`src/rtl/prime_factorizer_if.sv`:
```
// -----------------------------------------------------------------------------
// prime_factorizer_if
//
// This interface bundles the job-side handshake and the prime-generator link of
// the prime_factorizer.
//
// Modports:
//   slave  - the factorizer's view. Inputs: start, n, factor_ack, pg_ready,
//            pg_error, pg_res. Outputs: busy, done, error, factor,
//            factor_valid, pg_rst, pg_go (and nfactors when enabled).
//   master - the job issuer / consumer / generator side. Directions are the
//            reverse of slave.
//
// Optional feature macro: PRIME_FACTORIZER_COUNT_EN adds the nfactors signal.
// -----------------------------------------------------------------------------
interface prime_factorizer_if #(
    parameter int WIDTH_LOG = 4
);
    localparam int WIDTH = 1 << WIDTH_LOG;

    // Job request and status
    logic             start;
    logic [WIDTH-1:0] n;
    logic             busy;
    logic             done;
    logic             error;

    // Factor stream (valid/ack)
    logic [WIDTH-1:0] factor;
    logic             factor_valid;
    logic             factor_ack;

    // Prime generator link
    logic             pg_rst;
    logic             pg_go;
    logic             pg_ready;
    logic             pg_error;
    logic [WIDTH-1:0] pg_res;

`ifdef PRIME_FACTORIZER_COUNT_EN
    logic [WIDTH_LOG:0] nfactors;

    modport slave (
        input  start, n, factor_ack, pg_ready, pg_error, pg_res,
        output busy, done, error, factor, factor_valid, pg_rst, pg_go, nfactors
    );

    modport master (
        output start, n, factor_ack, pg_ready, pg_error, pg_res,
        input  busy, done, error, factor, factor_valid, pg_rst, pg_go, nfactors
    );
`else
    modport slave (
        input  start, n, factor_ack, pg_ready, pg_error, pg_res,
        output busy, done, error, factor, factor_valid, pg_rst, pg_go
    );

    modport master (
        output start, n, factor_ack, pg_ready, pg_error, pg_res,
        input  busy, done, error, factor, factor_valid, pg_rst, pg_go
    );
`endif

endinterface

```
`src/rtl/prime_factorizer.sv`:
```
// -----------------------------------------------------------------------------
// prime_factorizer
//
// This block factors an unsigned integer n into primes by trial division.
// Successive primes 2, 3, 5, ... are requested from an external prime
// generator, which this block restarts at the beginning of every job. Each
// prime p divides the remaining cofactor m in a restoring shift-subtract
// divider that retires one quotient bit per cycle. The prime factors are
// streamed out in ascending order, with multiplicity, over a valid/ack
// handshake.
//
// Ports:
//   clk  - clock
//   rst  - synchronous, active-high reset
//   bus  - prime_factorizer_if.slave:
//          start/n            job request (sampled only while busy=0)
//          busy/done/error    job status (done/error held until next start)
//          factor/factor_valid/factor_ack   factor stream
//          pg_rst/pg_go       restart and next-prime request to the generator
//          pg_ready/pg_error/pg_res         generator response
//          nfactors           factor transfer count (optional)
//
// Optional feature macro: PRIME_FACTORIZER_COUNT_EN adds a saturating count of
// the transferred factors on bus.nfactors.
// -----------------------------------------------------------------------------
module prime_factorizer #(
    parameter int WIDTH_LOG = 4
) (
    input  logic              clk,
    input  logic              rst,
    prime_factorizer_if.slave bus
);

    localparam int WIDTH = 1 << WIDTH_LOG;
    localparam int HI    = WIDTH - 1;

    localparam logic [WIDTH_LOG:0] DIV_STEPS = (WIDTH_LOG + 1)'(WIDTH);
    localparam logic [WIDTH_LOG:0] CNT_LAST  = (WIDTH_LOG + 1)'(1);
    localparam logic [HI:0]        ONE       = WIDTH'(1);

    typedef enum logic [3:0] {
        S_IDLE,
        S_PG_RESET,
        S_PG_REQ,
        S_PG_DLY,
        S_PG_WAIT,
        S_DIV,
        S_CHECK,
        S_EMIT_P,
        S_EMIT_M,
        S_DONE,
        S_ERROR
    } state_t;

    state_t             state;
    logic [HI:0]        m;          // remaining cofactor
    logic [HI:0]        p;          // current prime
    logic [HI:0]        q;          // dividend shifts out / quotient shifts in
    logic [HI:0]        r;          // partial remainder
    logic [WIDTH_LOG:0] cnt;        // divider steps left

    logic               busy_q;
    logic               done_q;
    logic               error_q;
    logic [HI:0]        factor_q;
    logic               valid_q;
    logic               go_q;
    logic               pg_rst_q;

    logic [WIDTH:0]     rem_shift;
    logic [WIDTH:0]     rem_diff;
    logic               start_ok;
    logic               xfer;

    // One restoring-division step. The shifted remainder needs one extra bit
    // because r < p can still be close to 2^WIDTH. The top bit of the
    // difference is the borrow, and it shows that p did not fit.
    // NOTE: every always_comb output is assigned unconditionally, so no latch is inferred.
    always_comb begin
        rem_shift = {r, q[HI]};
        rem_diff  = rem_shift - {1'b0, p};
        start_ok  = bus.start && ((state == S_IDLE) || (state == S_DONE) || (state == S_ERROR));
        xfer      = valid_q && bus.factor_ack;
    end

    // NOTE: sequential state uses non-blocking assignments only; the default pulse
    // clears below are overridden by later assignments in the same cycle.
    always_ff @(posedge clk) begin
        if (rst) begin
            state    <= S_IDLE;
            m        <= '0;
            p        <= '0;
            q        <= '0;
            r        <= '0;
            cnt      <= '0;
            busy_q   <= 1'b0;
            done_q   <= 1'b0;
            error_q  <= 1'b0;
            factor_q <= '0;
            valid_q  <= 1'b0;
            go_q     <= 1'b0;
            pg_rst_q <= 1'b0;
        end else begin
            go_q     <= 1'b0;
            pg_rst_q <= 1'b0;

            unique case (state)
                S_IDLE, S_DONE, S_ERROR: begin
                    if (bus.start) begin
                        m       <= bus.n;
                        done_q  <= 1'b0;
                        error_q <= 1'b0;
                        if (bus.n == '0) begin
                            state   <= S_ERROR;
                            error_q <= 1'b1;
                        end else if (bus.n == ONE) begin
                            state  <= S_DONE;
                            done_q <= 1'b1;
                        end else begin
                            state    <= S_PG_RESET;
                            busy_q   <= 1'b1;
                            pg_rst_q <= 1'b1;
                        end
                    end
                end

                S_PG_RESET: begin
                    state <= S_PG_REQ;
                    go_q  <= 1'b1;
                end

                S_PG_REQ: state <= S_PG_DLY;

                // The generator's ready is registered, so it still shows the
                // previous answer in this cycle and is deliberately not looked at.
                S_PG_DLY: state <= S_PG_WAIT;

                S_PG_WAIT: begin
                    if (bus.pg_error) begin
                        state   <= S_ERROR;
                        busy_q  <= 1'b0;
                        error_q <= 1'b1;
                    end else if (bus.pg_ready) begin
                        p     <= bus.pg_res;
                        q     <= m;
                        r     <= '0;
                        cnt   <= DIV_STEPS;
                        state <= S_DIV;
                    end
                end

                S_DIV: begin
                    q   <= {q[HI-1:0], ~rem_diff[WIDTH]};
                    r   <= rem_diff[WIDTH] ? rem_shift[HI:0] : rem_diff[HI:0];
                    cnt <= cnt - 1'b1;
                    if (cnt == CNT_LAST) state <= S_CHECK;
                end

                // A non-zero remainder with q < p means p*p > m. No prime
                // below sqrt(m) divides it, so m itself is the last factor.
                S_CHECK: begin
                    if (r == '0) begin
                        factor_q <= p;
                        m        <= q;
                        valid_q  <= 1'b1;
                        state    <= S_EMIT_P;
                    end else if (q < p) begin
                        factor_q <= m;
                        valid_q  <= 1'b1;
                        state    <= S_EMIT_M;
                    end else begin
                        go_q  <= 1'b1;
                        state <= S_PG_REQ;
                    end
                end

                // Divide by the same p again after the transfer, to find repeated factors.
                S_EMIT_P: begin
                    if (bus.factor_ack) begin
                        valid_q <= 1'b0;
                        if (m == ONE) begin
                            state  <= S_DONE;
                            busy_q <= 1'b0;
                            done_q <= 1'b1;
                        end else begin
                            q     <= m;
                            r     <= '0;
                            cnt   <= DIV_STEPS;
                            state <= S_DIV;
                        end
                    end
                end

                S_EMIT_M: begin
                    if (bus.factor_ack) begin
                        valid_q <= 1'b0;
                        state   <= S_DONE;
                        busy_q  <= 1'b0;
                        done_q  <= 1'b1;
                    end
                end

                default: state <= S_IDLE;
            endcase
        end
    end

`ifdef PRIME_FACTORIZER_COUNT_EN
    logic [WIDTH_LOG:0] nfactors_q;

    // Counts factor transfers of the current job and saturates at all-ones.
    always_ff @(posedge clk) begin
        if (rst) begin
            nfactors_q <= '0;
        end else if (start_ok) begin
            nfactors_q <= '0;
        end else if (xfer && (nfactors_q != '1)) begin
            nfactors_q <= nfactors_q + 1'b1;
        end
    end

    assign bus.nfactors = nfactors_q;
`else
    // Without the counter, these terms only feed the optional logic.
    logic unused_ok;
    assign unused_ok = start_ok ^ xfer;
`endif

    assign bus.busy         = busy_q;
    assign bus.done         = done_q;
    assign bus.error        = error_q;
    assign bus.factor       = factor_q;
    assign bus.factor_valid = valid_q;
    assign bus.pg_go        = go_q;
    // The generator is held in reset together with this block.
    assign bus.pg_rst       = rst | pg_rst_q;

endmodule

```
`src/flat_wrapper.sv`:
```
// flat-port wrapper written by rule: the top's interface ports become plain ports
module prime_factorizer_flat 
#(
    parameter int WIDTH_LOG = 4
)
  (clk, rst, bus_start, bus_n, bus_factor_ack, bus_pg_ready, bus_pg_error, bus_pg_res, bus_busy, bus_done, bus_error, bus_factor, bus_factor_valid, bus_pg_rst, bus_pg_go);
  prime_factorizer_if #(.WIDTH_LOG(WIDTH_LOG)) bus_i ();
  input  logic clk;
  input  logic rst;
  input wire logic [$bits(bus_i.start)-1:0] bus_start;
  input wire logic [$bits(bus_i.n)-1:0] bus_n;
  input wire logic [$bits(bus_i.factor_ack)-1:0] bus_factor_ack;
  input wire logic [$bits(bus_i.pg_ready)-1:0] bus_pg_ready;
  input wire logic [$bits(bus_i.pg_error)-1:0] bus_pg_error;
  input wire logic [$bits(bus_i.pg_res)-1:0] bus_pg_res;
  output wire logic [$bits(bus_i.busy)-1:0] bus_busy;
  output wire logic [$bits(bus_i.done)-1:0] bus_done;
  output wire logic [$bits(bus_i.error)-1:0] bus_error;
  output wire logic [$bits(bus_i.factor)-1:0] bus_factor;
  output wire logic [$bits(bus_i.factor_valid)-1:0] bus_factor_valid;
  output wire logic [$bits(bus_i.pg_rst)-1:0] bus_pg_rst;
  output wire logic [$bits(bus_i.pg_go)-1:0] bus_pg_go;
  assign bus_i.start = bus_start;
  assign bus_i.n = bus_n;
  assign bus_i.factor_ack = bus_factor_ack;
  assign bus_i.pg_ready = bus_pg_ready;
  assign bus_i.pg_error = bus_pg_error;
  assign bus_i.pg_res = bus_pg_res;
  assign bus_busy = bus_i.busy;
  assign bus_done = bus_i.done;
  assign bus_error = bus_i.error;
  assign bus_factor = bus_i.factor;
  assign bus_factor_valid = bus_i.factor_valid;
  assign bus_pg_rst = bus_i.pg_rst;
  assign bus_pg_go = bus_i.pg_go;
  prime_factorizer #(.WIDTH_LOG(WIDTH_LOG)) u_core (.clk(clk), .rst(rst), .bus(bus_i));
endmodule
```
`config.mk`:
```
export PLATFORM = sky130hd
export DESIGN_NAME = prime_factorizer_flat
export DESIGN_NICKNAME = d
export VERILOG_FILES = /design/src/rtl/prime_factorizer_if.sv /design/src/rtl/prime_factorizer.sv /design/src/flat_wrapper.sv
export SDC_FILE = /design/constraint.sdc
export NUM_CORES = 1
export LEC_CHECK = 0
export ABC_AREA = 1
export CORE_MARGIN = 8
export CORE_UTILIZATION = 25
export CTS_BUF_LIST = sky130_fd_sc_hd__clkbuf_4 sky130_fd_sc_hd__clkbuf_8
export DETAILED_ROUTE_END_ITERATION = 6
export HOLD_SLACK_MARGIN = 0.03
export PLACE_DENSITY = 0.48
export SLEW_MARGIN = 20
export SYNTH_ARGS = -nofsm -noshare
export SYNTH_HDL_FRONTEND = slang
export SYNTH_SLANG_ARGS = --single-unit
```
`constraint.sdc`:
```
create_clock -name clk -period 6 [get_ports clk]
set_input_delay 1.8 -clock clk [delete_from_list [all_inputs] [get_ports clk]]
set_output_delay 1.8 -clock clk [all_outputs]
set_load 0.01 [all_outputs]
```
-- After elaboration in Yosys (flattened, before gate mapping)
Cells that the tools add are included.
- add/sub/neg operators: 2
- $mul: 0
- div/mod/pow operators: 0
- $lt $le $gt $ge: 1
- equal/unequal tests: 28
- shifts and indexed selects: 0
- mux-type cells: 59
- bitwise operators: 5
- reduce and logical (&&, ||, !) cells: 22
- operators by type and width (cell ; number):
    $mux 16 ; 13
    $pmux 16 s3 ; 2
    $mux 4 ; 11
    $pmux 4 s9 ; 1
    $eq 16x1->1 const B ; 2
    $logic_not 16->1 ; 2
    $pmux 16 s2 ; 1
    $mux 1 ; 21
    $mux 5 ; 4
    $ne 2x2->1 const B ; 9
    $sub 17x16->17 ; 1
    $eq 4x3->1 const B ; 4
    $lt 16x16->1 ; 1
    $pmux 5 s3 ; 1
    $reduce_and 5->1 ; 3
    $eq 4x4->1 const B ; 3
    $reduce_and 3->1 ; 4
    $eq 4x2->1 const B ; 2
    $ne 2x1->1 const B ; 4
    $reduce_and 8->1 ; 1
    $reduce_bool 2->1 ; 4
    $pmux 1 s2 ; 3
    $reduce_bool 3->1 ; 2
    $eq 5x1->1 const B ; 1
    14 further kinds ; 17
- register bits after elaboration: 95
- bits in latches: 0
- bits in writable memories: 0
- memory bits (read-only): 0
- input bits: 38
- output and inout port bits: 22
- memories: 0

-- Logic depth before layout (Yosys ltp)
Gate-level depths: netlist of run 1.
- word-level depth: 5
- gate-level depth with buffers: 16

-- Worst setup path after synthesis of run 1
Ideal clock, no wire load.
- path kind: input -> output
- start point: input rst
- end point: output bus_pg_rst
- arrival: 2.268 ns
- required time: 4.200 ns
- slack: 1.932 ns
- stages: 2
- cell sequence: clkbuf_1 > or2_2
- longest elaborated chain between the ends: 1
- RTL lines (item ; line ; RTL):
    from (decl) ; flat_wrapper.sv:9 ; input logic rst;
    $or 1x1->1 ; prime_factorizer.sv:236 ; assign bus.pg_rst = rst | pg_rst_q;
    to (decl) ; flat_wrapper.sv:21 ; output wire logic [$bits(bus_i.pg_rst)-1:0] bus_pg_rst;
Every way passes these cells.

-- Worst setup path in the final report of run 1
Ends and elaborated chain as after synthesis.

==> reports/metrics.cfg, run 1 <==
[hold_path]
hp-start=u_core.cnt[4]
min_path_type=flop to flop

[power_and_ir_drop]
power_w=0.00182
max-vdd-ir-drop_v=0.000111
p_leak_nw=2.83
powerDensity_mw_per_mm2=268

[placement]
gp_congestion=0.874
dp_hpwl_mm=13.9
io_buffers=59

[final_layout]
seq_area_mm2=0.00190
fill_cells=2635
final_layout_size_suffix_gt1_share_pct=5.27
final_common_cell=nand2_1
multi_input_area_mm2=0.00336
nNetsFinal=997
synthToLayoutAreaGrowth_pct=16.9
most-common-layout-cells=nand2_1 (235), dfxtp_1 (95), inv_1 (92)
diodes=0

[yosys]
syn_nets=958
synth_area_leader_cell=dfxtp_1
syn_area_per_cell_um2=6.56
synth_cells=886
syn_area_mm2=0.00582
yosys_warnings=0
ys_seq_area_share_pct=32.7
yosys.area.top_type_share_pct=32.7
ys_ff_latch=95
yosys-top-cells-area=dfxtp_1 (33%), nand2_1 (15%), o21ai_0 (7.2%)
ys_types=35

[clock_tree]
htree_levels=3
cts_root_buf=clkbuf_8
cts_resized=0
path_clk_slew_ns=0.10
cts_hold_buf=0
clk_path_buf_depth=2
cts_sinks=95
cts_buffers=9
cts_tree=yes
cts_setup_buffers=0
clock_latency_ns=0.40

[timing]
max-slew-margin-rel_pct=47.4
rsz0062_at_grt=no
clock_skew_ns=0.0168
setup_violations=0
setup-tns-final_ns=0
slew_violations=0
worst_pin_slew_ns=0.788
max_freq_mhz=209
hold_viol=0
period_needed_ns=4.78
fin_crit_sh_pct=79.7

[flow_run]
maxCapViolCount=0

[drt]
antenna_left=0
num_vias=5802
firstDrtPassIters=5
routedWlPerCell_um=15.5
drc_errors=0
drt_iter0_markers=322
routed_via_density=4.76
drt_wl_total_mm=18.9

[worst_setup_path]
path_cells=clkdlybuf4s50_1, or2_2, clkdlybuf4s50_1
worstSetupPathType=primary input to output pin
r2r_start=u_core.state[1]
cp_num_buf_inv=2
critPathLaunch=rst
crit_top_cell=clkdlybuf4s50_1
crit_slowest_cell=clkdlybuf4s50_1
critical-path-top-delay-family=buffers and inverters
worst_setup_path_start_kind=primary input
arrival_ns=2.98
setup.worst_path.end_class=output pin
worstPathRequired_ns=4.20
critPathMaxStageDelay_ns=0.48
crit_fanout=2

[grt]
antenna_found_initial=0
grt_pass1_wl_mm=30.1
grt_pass1_vias=5565
grt_remaining_overflow=0
grt_use_total_pct=13.3
grt_max_degree=44

[die]
coreArea_mm2=0.0231
die_x_um=169
rows=56
die_area_mm2=0.0284
start_util_pct=25.2
num_io_pins=60
die_h_um=169

[status]
outcome=completed

## where the power goes
part	leakage [nW]	internal [W]	switching, W
sequential	0.770	0.000713	0.0000801
combinational	1.97	0.000203	0.000390
clock	0.0899	0.000160	0.000274
## kinds of logic after synthesis
logic type / synth area share [%]
buf+inv: 9.64
fa+ha+maj: 7.44
simple gates: 31.2
compound gates: 17.5
flops: 32.7
xor+xnor: 1.51
## flip-flops by register name (all words and copies together) (netlist names)
register,count
u_core.state,4
u_core.bus.busy,1
u_core.cnt,5
u_core.bus.error,1
u_core.bus.pg_go,1
u_core.bus.done,1
u_core.p,16
u_core.bus.factor_valid,1
u_core.m,16
u_core.pg_rst_q,1
u_core.q,16
u_core.bus.factor,16
u_core.r,16
## final cells by class
type | count | area share, %
flip-flops and latches | 95 | 28.0
well taps | 290 | 5.34
clock inverters | 7 | 0.939
clock buffers | 9 | 1.82
repair buffers | 62 | 9.02
inverters | 100 | 5.52
multi-input cells | 657 | 49.4
## routing by layer
layer | track usage (%) | up-vias | wire (µm)
met5 | 0 | - | 0
met1 | 18.1 | 2652 | 9380
met3 | 1.98 | 28 | 838
met2 | 20.5 | 132 | 8060
met4 | 5.86 | 0 | 620
li1 | - | 2990 | -
## final timing paths
kind                        end  slack (ns)  depth (start not counted)
setup / recovery     bus_pg_rst        1.22                          3
hold / removal    u_core.cnt[4]        0.47                          2
setup reg to reg   u_core.m[14]        3.24                         10
hold reg to reg   u_core.cnt[4]        0.47                          2
## worst register-to-register path, stage by stage (launching register included)
cell,delay (ns)
dfxtp_1,0.43
inv_2,0.05
nor2_2,0.26
nand2_4,0.15
inv_2,0.42
nand3_2,0.21
nand2_1,0.10
nand2_1,0.42
inv_2,0.39
o21ai_0,0.12
a31oi_1,0.16
## cells in the mapped netlist
| library cell | n |
|---|---|
| nor2_8 | 1 |
| o211ai_1 | 1 |
| nor2_2 | 3 |
| fa_1 | 1 |
| xnor2_1 | 6 |
| nor2_1 | 81 |
| buf_6 | 3 |
| nor4_4 | 1 |
| and2_1 | 1 |
| o21ai_2 | 1 |
| o21ai_1 | 6 |
| a21oi_2 | 1 |
| a21oi_1 | 78 |
| a31oi_1 | 18 |
| nand3_1 | 52 |
| or2_2 | 2 |
| buf_2 | 7 |
| nand2_4 | 3 |
| nand2_1 | 236 |
| o21ai_0 | 84 |
| nand3_2 | 3 |
| xor2_1 | 4 |
| nor3_1 | 8 |
| dfxtp_1 | 95 |
| inv_2 | 8 |
| inv_1 | 92 |
| ha_1 | 33 |
| nand4_1 | 14 |
| buf_4 | 7 |
| a22oi_1 | 5 |
| clkbuf_1 | 16 |
| nor4_1 | 1 |
| nand3b_1 | 7 |
| nand2_2 | 6 |
| buf_1 | 1 |
## through the flow
| step | util [%] | cells | setup slack, ns | hold WS (ns) | instance area (µm²) |
|---|---|---|---|---|---|
| final | 29.4 | 1220 | 1.22 | 0.474 | 6800 |
| after global routing | 29.4 | 1220 | 1.17 | 0.499 | 6800 |
| after CTS | 29.4 | 1220 | 1.20 | 0.477 | 6790 |
| after detailed placement | 28.6 | 1204 | 1.21 | 0.462 | 6610 |
| after global placement | 28.6 | 1204 | 1.20 | 0.458 | 6610 |
| after floorplan | - | 886 | 1.93 | 0.444 | 5820 |
No activity file was read; power rests on OpenSTA's default activity.
==> run 2: changes to the inputs <==
PLACE_DENSITY = 0.49   (was 0.48)
clock period = 4.2 ns   (was 6 ns; I/O delays follow)
==> run 2 against run 1 <==
Sequential power grew 42%; cell count is essentially flat; sequential share of layout area shrank 0.11 points; highest routed layer unchanged.
==> reports/metrics.cfg, run 2 (synthesis gave the netlist of run 1 again) <==
[status]
outcome=completed

[grt]
grt_max_degree=44
grt_remaining_overflow=0
antenna_found_initial=0
grt_use_total_pct=13.2
grt_pass1_vias=5659
grt_pass1_wl_mm=30.0

[drt]
drc_errors=0
antenna_left=0
num_vias=5747
routedWlPerCell_um=15.1
routed_via_density=4.71
drt_iter0_markers=327
drt_wl_total_mm=18.4
firstDrtPassIters=5

[power_and_ir_drop]
internal-power_w=0.00162
p_comb_share_pct=32.4
clkPwrFrac_pct=25.0
powerDensity_mw_per_mm2=388
seqPwrFrac_pct=42.5
max-vdd-ir-drop_v=0.000227
power_w=0.00265
p_sw_share_pct=38.7
p_leak_nw=2.86
p_switching_w=0.00102

[placement]
gp_congestion=0.863
dp_hpwl_mm=13.8
io_buffers=59

[timing]
worst_pin_slew_ns=1.03
hold_viol=0
fin_crit_sh_pct=88.3
period_needed_ns=3.71
rsz0062_at_grt=no
setup_violations=0
max_freq_mhz=270
setup-tns-final_ns=0
clock_skew_ns=0.0140
max-slew-margin-rel_pct=31.1
slew_violations=0

[final_layout]
nNetsFinal=998
final_layout_size_suffix_gt1_share_pct=5.26
diodes=0
most-common-layout-cells=nand2_1 (236), dfxtp_1 (95), inv_1 (92)
synthToLayoutAreaGrowth_pct=17.3
final_common_cell=nand2_1

[worst_setup_path]
worstPathRequired_ns=2.94
crit_fanout=2
crit_slowest_cell=clkdlybuf4s50_1
setup.worst_path.end_class=output pin
critPathMaxStageDelay_ns=0.48
path_cells=clkdlybuf4s50_1, or2_2, clkdlybuf4s50_1
arrival_ns=2.45
worst_setup_path_start_kind=primary input
worstSetupPathType=primary input to output pin
cp_num_buf_inv=2
crit_top_cell=clkdlybuf4s50_1
worst-r2r-setup-slack_ns=1.46
critical-path-top-delay-family=buffers and inverters

[clock_tree]
clock_latency_ns=0.39
path_clk_slew_ns=0.09
cts_resized=0
cts_root_buf=clkbuf_8
htree_levels=3
cts_setup_buffers=0
cts_hold_buf=0
clk_path_buf_depth=2
cts_tree=yes
cts_buffers=9
cts_sinks=95

[die]
rows=56
die_h_um=169
start_util_pct=25.2
die_x_um=169
coreArea_mm2=0.0231
num_io_pins=60
die_area_mm2=0.0284

[hold_path]
min_path_type=flop to flop

[flow_run]
maxCapViolCount=0

## run 2: path summary, 6_finish.rpt
check / from / end / depth (start not counted)
worst max-delay path: rst / bus_pg_rst / 3
worst max register to register: u_core.q[15] / u_core.r[9] / 13
worst min-delay path: u_core.cnt[4] / u_core.cnt[4] / 2
worst min register to register: u_core.cnt[4] / u_core.cnt[4] / 2
## run 2: per-stage QoR
step,hold slack (ns),utilization [%],instance area (µm²),instances,setup WS (ns)
after floorplan,0.444,-,5820,886,1.21
after global placement,0.460,28.6,6610,1205,0.479
after detailed placement,0.466,28.6,6610,1205,0.491
after CTS,0.480,29.5,6820,1221,0.482
after global routing,0.506,29.5,6820,1221,0.427
final,0.482,29.5,6820,1221,0.491
## run 2: power by group through the flow
stage / Combinational (W) / Sequential, W / Clock (W)
after floorplan: 0.000623 / 0.00112 / 0
after global placement: 0.000853 / 0.00115 / 0
after detailed placement: 0.000859 / 0.00115 / 0
after CTS: 0.000864 / 0.00113 / 0.000692
after global routing: 0.000974 / 0.00115 / 0.000724
final: 0.000859 / 0.00113 / 0.000663
## run 2: worst register-to-register path: stages (launching register included)
cell and delay [ns]:
dfxtp_1 0.39, inv_1 0.10, ha_1 0.25, fa_1 0.47
o21ai_2 0.23, nand2_1 0.10, nand2_2 0.12, nand2_2 0.09
nand2_2 0.08, nand2_2 0.18, nand2_2 0.31, nand2_1 0.13
nand3_1 0.09, a21oi_1 0.07
## run 2: layout make-up
| class | instances | area [µm²] |
|---|---|---|
| inverter | 100 | 375 |
| fill | 2642 | 16300 |
| clock inverter | 5 | 65.1 |
| clock buffer | 11 | 145 |
| sequential | 95 | 1900 |
| multi-input combinational | 657 | 3350 |
| tap | 290 | 363 |
| timing repair buffer | 63 | 621 |
## run 2: per-layer routing
| metal | vias up | part of all wire [%] | GRT usage (%) |
|---|---|---|---|
| met5 | - | 0 | 0 |
| met2 | 122 | 45 | 21.2 |
| met3 | 16 | 5.0 | 2.96 |
| met1 | 2621 | 48 | 17.2 |
| met4 | 0 | 2.3 | 4.46 |
| li1 | 2988 | - | - |
==> run 3: changes to the inputs <==
GPL_TIMING_DRIVEN = 1   (was unset)
SETUP_SLACK_MARGIN = 0.05   (was unset)
==> results of run 3 <==
Same layout as run 2: the final DEF is identical, and so are final timing and power.
==> variant 1: new RTL, flow settings as in run 1 <==
`WIDTH_LOG` is set to 4 in 3 places; all go to 5.
--- a/src/rtl/prime_factorizer_if.sv
+++ b/src/rtl/prime_factorizer_if.sv
@@ -14,7 +14,7 @@
 // Optional feature macro: PRIME_FACTORIZER_COUNT_EN adds the nfactors signal.
 // -----------------------------------------------------------------------------
 interface prime_factorizer_if #(
-    parameter int WIDTH_LOG = 4
+    parameter int WIDTH_LOG = 5
 );
     localparam int WIDTH = 1 << WIDTH_LOG;
 
--- a/src/rtl/prime_factorizer.sv
+++ b/src/rtl/prime_factorizer.sv
@@ -24,7 +24,7 @@
 // the transferred factors on bus.nfactors.
 // -----------------------------------------------------------------------------
 module prime_factorizer #(
-    parameter int WIDTH_LOG = 4
+    parameter int WIDTH_LOG = 5
 ) (
     input  logic              clk,
     input  logic              rst,
--- a/src/flat_wrapper.sv
+++ b/src/flat_wrapper.sv
@@ -1,7 +1,7 @@
 // flat-port wrapper written by rule: the top's interface ports become plain ports
 module prime_factorizer_flat 
 #(
-    parameter int WIDTH_LOG = 4
+    parameter int WIDTH_LOG = 5
 )
   (clk, rst, bus_start, bus_n, bus_factor_ack, bus_pg_ready, bus_pg_error, bus_pg_res, bus_busy, bus_done, bus_error, bus_factor, bus_factor_valid, bus_pg_rst, bus_pg_go);
   prime_factorizer_if #(.WIDTH_LOG(WIDTH_LOG)) bus_i ();
Ports: changed (resized bus_factor, bus_n and bus_pg_res); port bits go from 60 to 108. The function was not compared with the original's and may differ.
==> variant 1 against run 1 <==
Synthesized area up 93%; count of clock-buffer cells in the layout up 8; worst setup slack better by 220 ps; first-iteration DRC count rose to 2.6 times the old value; routed wire length up 110%; sequential cell count up 81; final area up 93%; die area up 83%; register-to-register slack worse by 810 ps; total power up 120%; sequential share of layout area down 1.1 points; critical path type unchanged; highest routed layer unchanged.
==> variant 1: results <==
{
  "drt_iter0_markers": 847,
  "numPortBuffers": 107,
  "htree_num_levels": 4,
  "layout.nets": 1982,
  "grt_pass1_vias": 10900,
  "grt_pass1_wl_um": 62800,
  "antenna_found_initial": 1,
  "fin_skew_ps": 20.0,
  "ctsLongestPathBuffers": 2,
  "viasPerCell": 4.64,
  "fillers": 4882,
  "grt_start_max_net_pins": 70,
  "synth.avg_cell_area_um2": 6.29,
  "slowest_delay_ps": 500,
  "place_inst": 2419,
  "ys_types": 39,
  "diodes": 0,
  "met3_length_um": 1840,
  "met1Wirelength_um": 19800,
  "final_cells": 2451,
  "cp.arrival_ps": 2760,
  "clock_latency_ps": 510,
  "ir_drop_mv": 0.121,
  "switching_share": 0.448,
  "cts_made_buffers": 17,
  "tightest_slew_ps": 911,
  "clk_pin_slew_ps": 110,
  "route.met2.wl_um": 17100,
  "syn_nets": 1920,
  "synthTopCellsByCount": "546 x nand2_1, 228 x nor2_1, 182 x inv_1, 176 x dfxtp_1, 159 x o21ai_0",
  "yosys_warnings": 0,
  "drive_above_1_share": 0.0457,
  "postRouteWirelength_um": 39700,
  "seq_area_frac_synth": 0.314,
  "post-place-ws_ps": 1420,
  "dp_hpwl_um": 29600,
  "finalWeightedCongestion": 0.901,
  "grtUsageTotal": 0.150,
  "status": "finished, final reports clean",
  "synth_edf_count": 0,
  "yosys-top-cells-area": "dfxtp_1 31%, nand2_1 18%, nor2_1 7.6%, ha_1 7.3%, o21ai_0 7.1%",
  "leakage_nw": 5.71
}
## variant 1: cells by family (layout without fill, tap and decap cells)
group / count (synthesis) / in the layout / synth area share
buffers and inverters: 264 / 339 / 0.100
AO/OA/AOI/OAI: 338 / 338 / 0.160
XOR/XNOR: 17 / 17 / 0.0133
AND/OR/NAND/NOR: 923 / 923 / 0.338
flip-flops: 176 / 176 / 0.314
adder cells (fa/ha/maj): 66 / 66 / 0.0743
## variant 1: final timing paths
kind / startpoint / to / slack [ps] / depth (start not counted)
setup reg to reg: u_core.r[8] / u_core.bus.factor[0] / 2430 / 11
hold reg to reg: u_core.cnt[5] / u_core.cnt[5] / 470 / 2
hold / removal: u_core.cnt[5] / u_core.cnt[5] / 470 / 2
setup / recovery: rst / bus_pg_rst / 1440 / 3
## variant 1: layout make-up
cell class	count	share of cell area
flip-flops and latches	176	0.269
clock inverters	15	0.0120
multi-input cells	1344	0.503
repair buffers	116	0.0866
well taps	592	0.0566
inverters	191	0.0547
clock buffers	17	0.0179
## variant 1: metrics by stage
stage / cell area (um^2) / power, W
2_1_floorplan: 11200 / 0.00269
3_3_place_gp: 12700 / 0.00313
3_5_place_dp: 12700 / 0.00314
4_1_cts: 13100 / 0.00402
5_1_grt: 13100 / 0.00430
6_report: 13100 / 0.00400
## variant 1: power groups by stage
stage               combinational [W]  clock (W)  sequential [W]
finish                        0.00164   0.000873         0.00148
CTS                           0.00164   0.000902         0.00148
floorplan                     0.00123          0         0.00146
global route                  0.00185   0.000950         0.00151
detailed placement            0.00164          0         0.00150
global placement              0.00163          0         0.00150
## variant 1: worst max-delay path: cells and delay by family
kind | cells | cell delay, ps
buffers and inverters | 2 | 650
AND/OR/NAND/NOR | 1 | 300
## variant 1: metal layers
metal	global-route usage	vias to the layer above
li1	-	5860
met1	0.211	5220
met2	0.230	256
met3	0.0282	37
met4	0.0460	0
met5	0	-
==> variant 2: new RTL, settings of run 1 <==
Without the edit above. Encoding of `state_t`: now one-hot (11 bits for 11 states).
--- a/src/rtl/prime_factorizer.sv
+++ b/src/rtl/prime_factorizer.sv
@@ -38,18 +38,18 @@
     localparam logic [WIDTH_LOG:0] CNT_LAST  = (WIDTH_LOG + 1)'(1);
     localparam logic [HI:0]        ONE       = WIDTH'(1);
 
-    typedef enum logic [3:0] {
-        S_IDLE,
-        S_PG_RESET,
-        S_PG_REQ,
-        S_PG_DLY,
-        S_PG_WAIT,
-        S_DIV,
-        S_CHECK,
-        S_EMIT_P,
-        S_EMIT_M,
-        S_DONE,
-        S_ERROR
+    typedef enum logic [10:0] {
+        S_IDLE     = 11'b00000000001,
+        S_PG_RESET = 11'b00000000010,
+        S_PG_REQ   = 11'b00000000100,
+        S_PG_DLY   = 11'b00000001000,
+        S_PG_WAIT  = 11'b00000010000,
+        S_DIV      = 11'b00000100000,
+        S_CHECK    = 11'b00001000000,
+        S_EMIT_P   = 11'b00010000000,
+        S_EMIT_M   = 11'b00100000000,
+        S_DONE     = 11'b01000000000,
+        S_ERROR    = 11'b10000000000
     } state_t;
 
     state_t             state;
Check against the original RTL: same outputs for any inputs over 4 cycles, from zero or initial values and one cycle with rst high; so few cycles prove little.
==> variant 2 against run 1 <==
Synthesized area grew 14%; worst setup slack gained 290 ps; routed wire length grew 8.8%; clock skew grew 2.5 ps; sequential cell count grew 7; cell count grew 20%; final area grew 13%.
Power is not compared: it rests on default switching activity, and its combinational part moved more than twofold at a synthesized area within 25%.
==> variant 2: results <==
{
  "synth_fa_ha_area_frac": 0.0652,
  "grt_util_met2": 0.213,
  "met1Wirelength_um": 10200,
  "place_inst": 1447,
  "drt_iter0_markers": 397,
  "postSynthCellCount": 1085,
  "seq_area_frac_synth": 0.308,
  "yosys-top-cells-area": "dfxtp_1 31%, nand2_1 20%, inv_1 8.8%, nor2_1 6.6%, ha_1 6.2%",
  "syn_nets": 1157,
  "seq_share": 0.265,
  "buffers_excl_clock": 61,
  "dp_hpwl_um": 15300,
  "antenna_found_initial": 0,
  "fillers": 2944,
  "status": "finished, final reports clean",
  "synthTopCellsByCount": "360 x nand2_1, 155 x inv_1, 117 x nor2_1, 102 x dfxtp_1, 78 x a21oi_1",
  "slew_headroom": 0.287,
  "final-clk-cell-share": 0.0297,
  "synth-compound-area-share": 0.117,
  "grt_pass1_vias": 5989,
  "cts.sinks": 102,
  "nonClkBufAreaFrac": 0.0780,
  "route.met2.wl_um": 9520,
  "ctsLongestPathBuffers": 2,
  "synth_xor_area_frac": 0.0132,
  "postRouteWirelength_um": 20600,
  "met3_length_um": 642,
  "grtUsageTotal": 0.130,
  "inverters_excl_clock": 163,
  "finalWeightedCongestion": 0.835,
  "yosysTopAreaCellShare": 0.308,
  "vias": 6409,
  "multi_input_area_share": 0.493,
  "fin_skew_ps": 19.3,
  "ys_types": 36,
  "viasPerCell": 4.38,
  "ctsResizeCount": 0,
  "drive_above_1_share": 0.0479,
  "grt_util_met3": 0.0202,
  "grt_use_met1": 0.176,
  "grt_start_max_net_pins": 56,
  "multi_input_cells": 786
}
## variant 2: worst paths after layout
check / start / endpoint / slack [ps] / cells after the start
setup / recovery: rst / bus_pg_rst / 1500 / 3
hold / removal: u_core.cnt[4] / u_core.cnt[4] / 480 / 2
hold reg to reg: u_core.cnt[4] / u_core.cnt[4] / 480 / 2
setup reg to reg: u_core.state[10] / u_core.bus.factor[10] / 3280 / 8
## variant 2: power by group
group | switching [W] | internal (W)
registers | 0.0000253 | 0.000700
logic | 0.000118 | 0.0000735
clock network | 0.000282 | 0.000242
total | 0.000425 | 0.00102
## variant 2: through the flow
step            util  setup slack [ps]  hold WS, ps  cell area [um^2]
2_1_floorplan      -              1900          452              6640
3_5_place_dp   0.287              1480          468              7470
6_report       0.295              1500          484              7700
5_1_grt        0.295              1470          515              7700
3_3_place_gp   0.287              1470          471              7470
4_1_cts        0.295              1480          483              7700
## variant 2: worst max-delay path, cell delays in order
cell and delay, ps:
buf_2 120, or2_2 290, clkdlybuf4s50_1 490
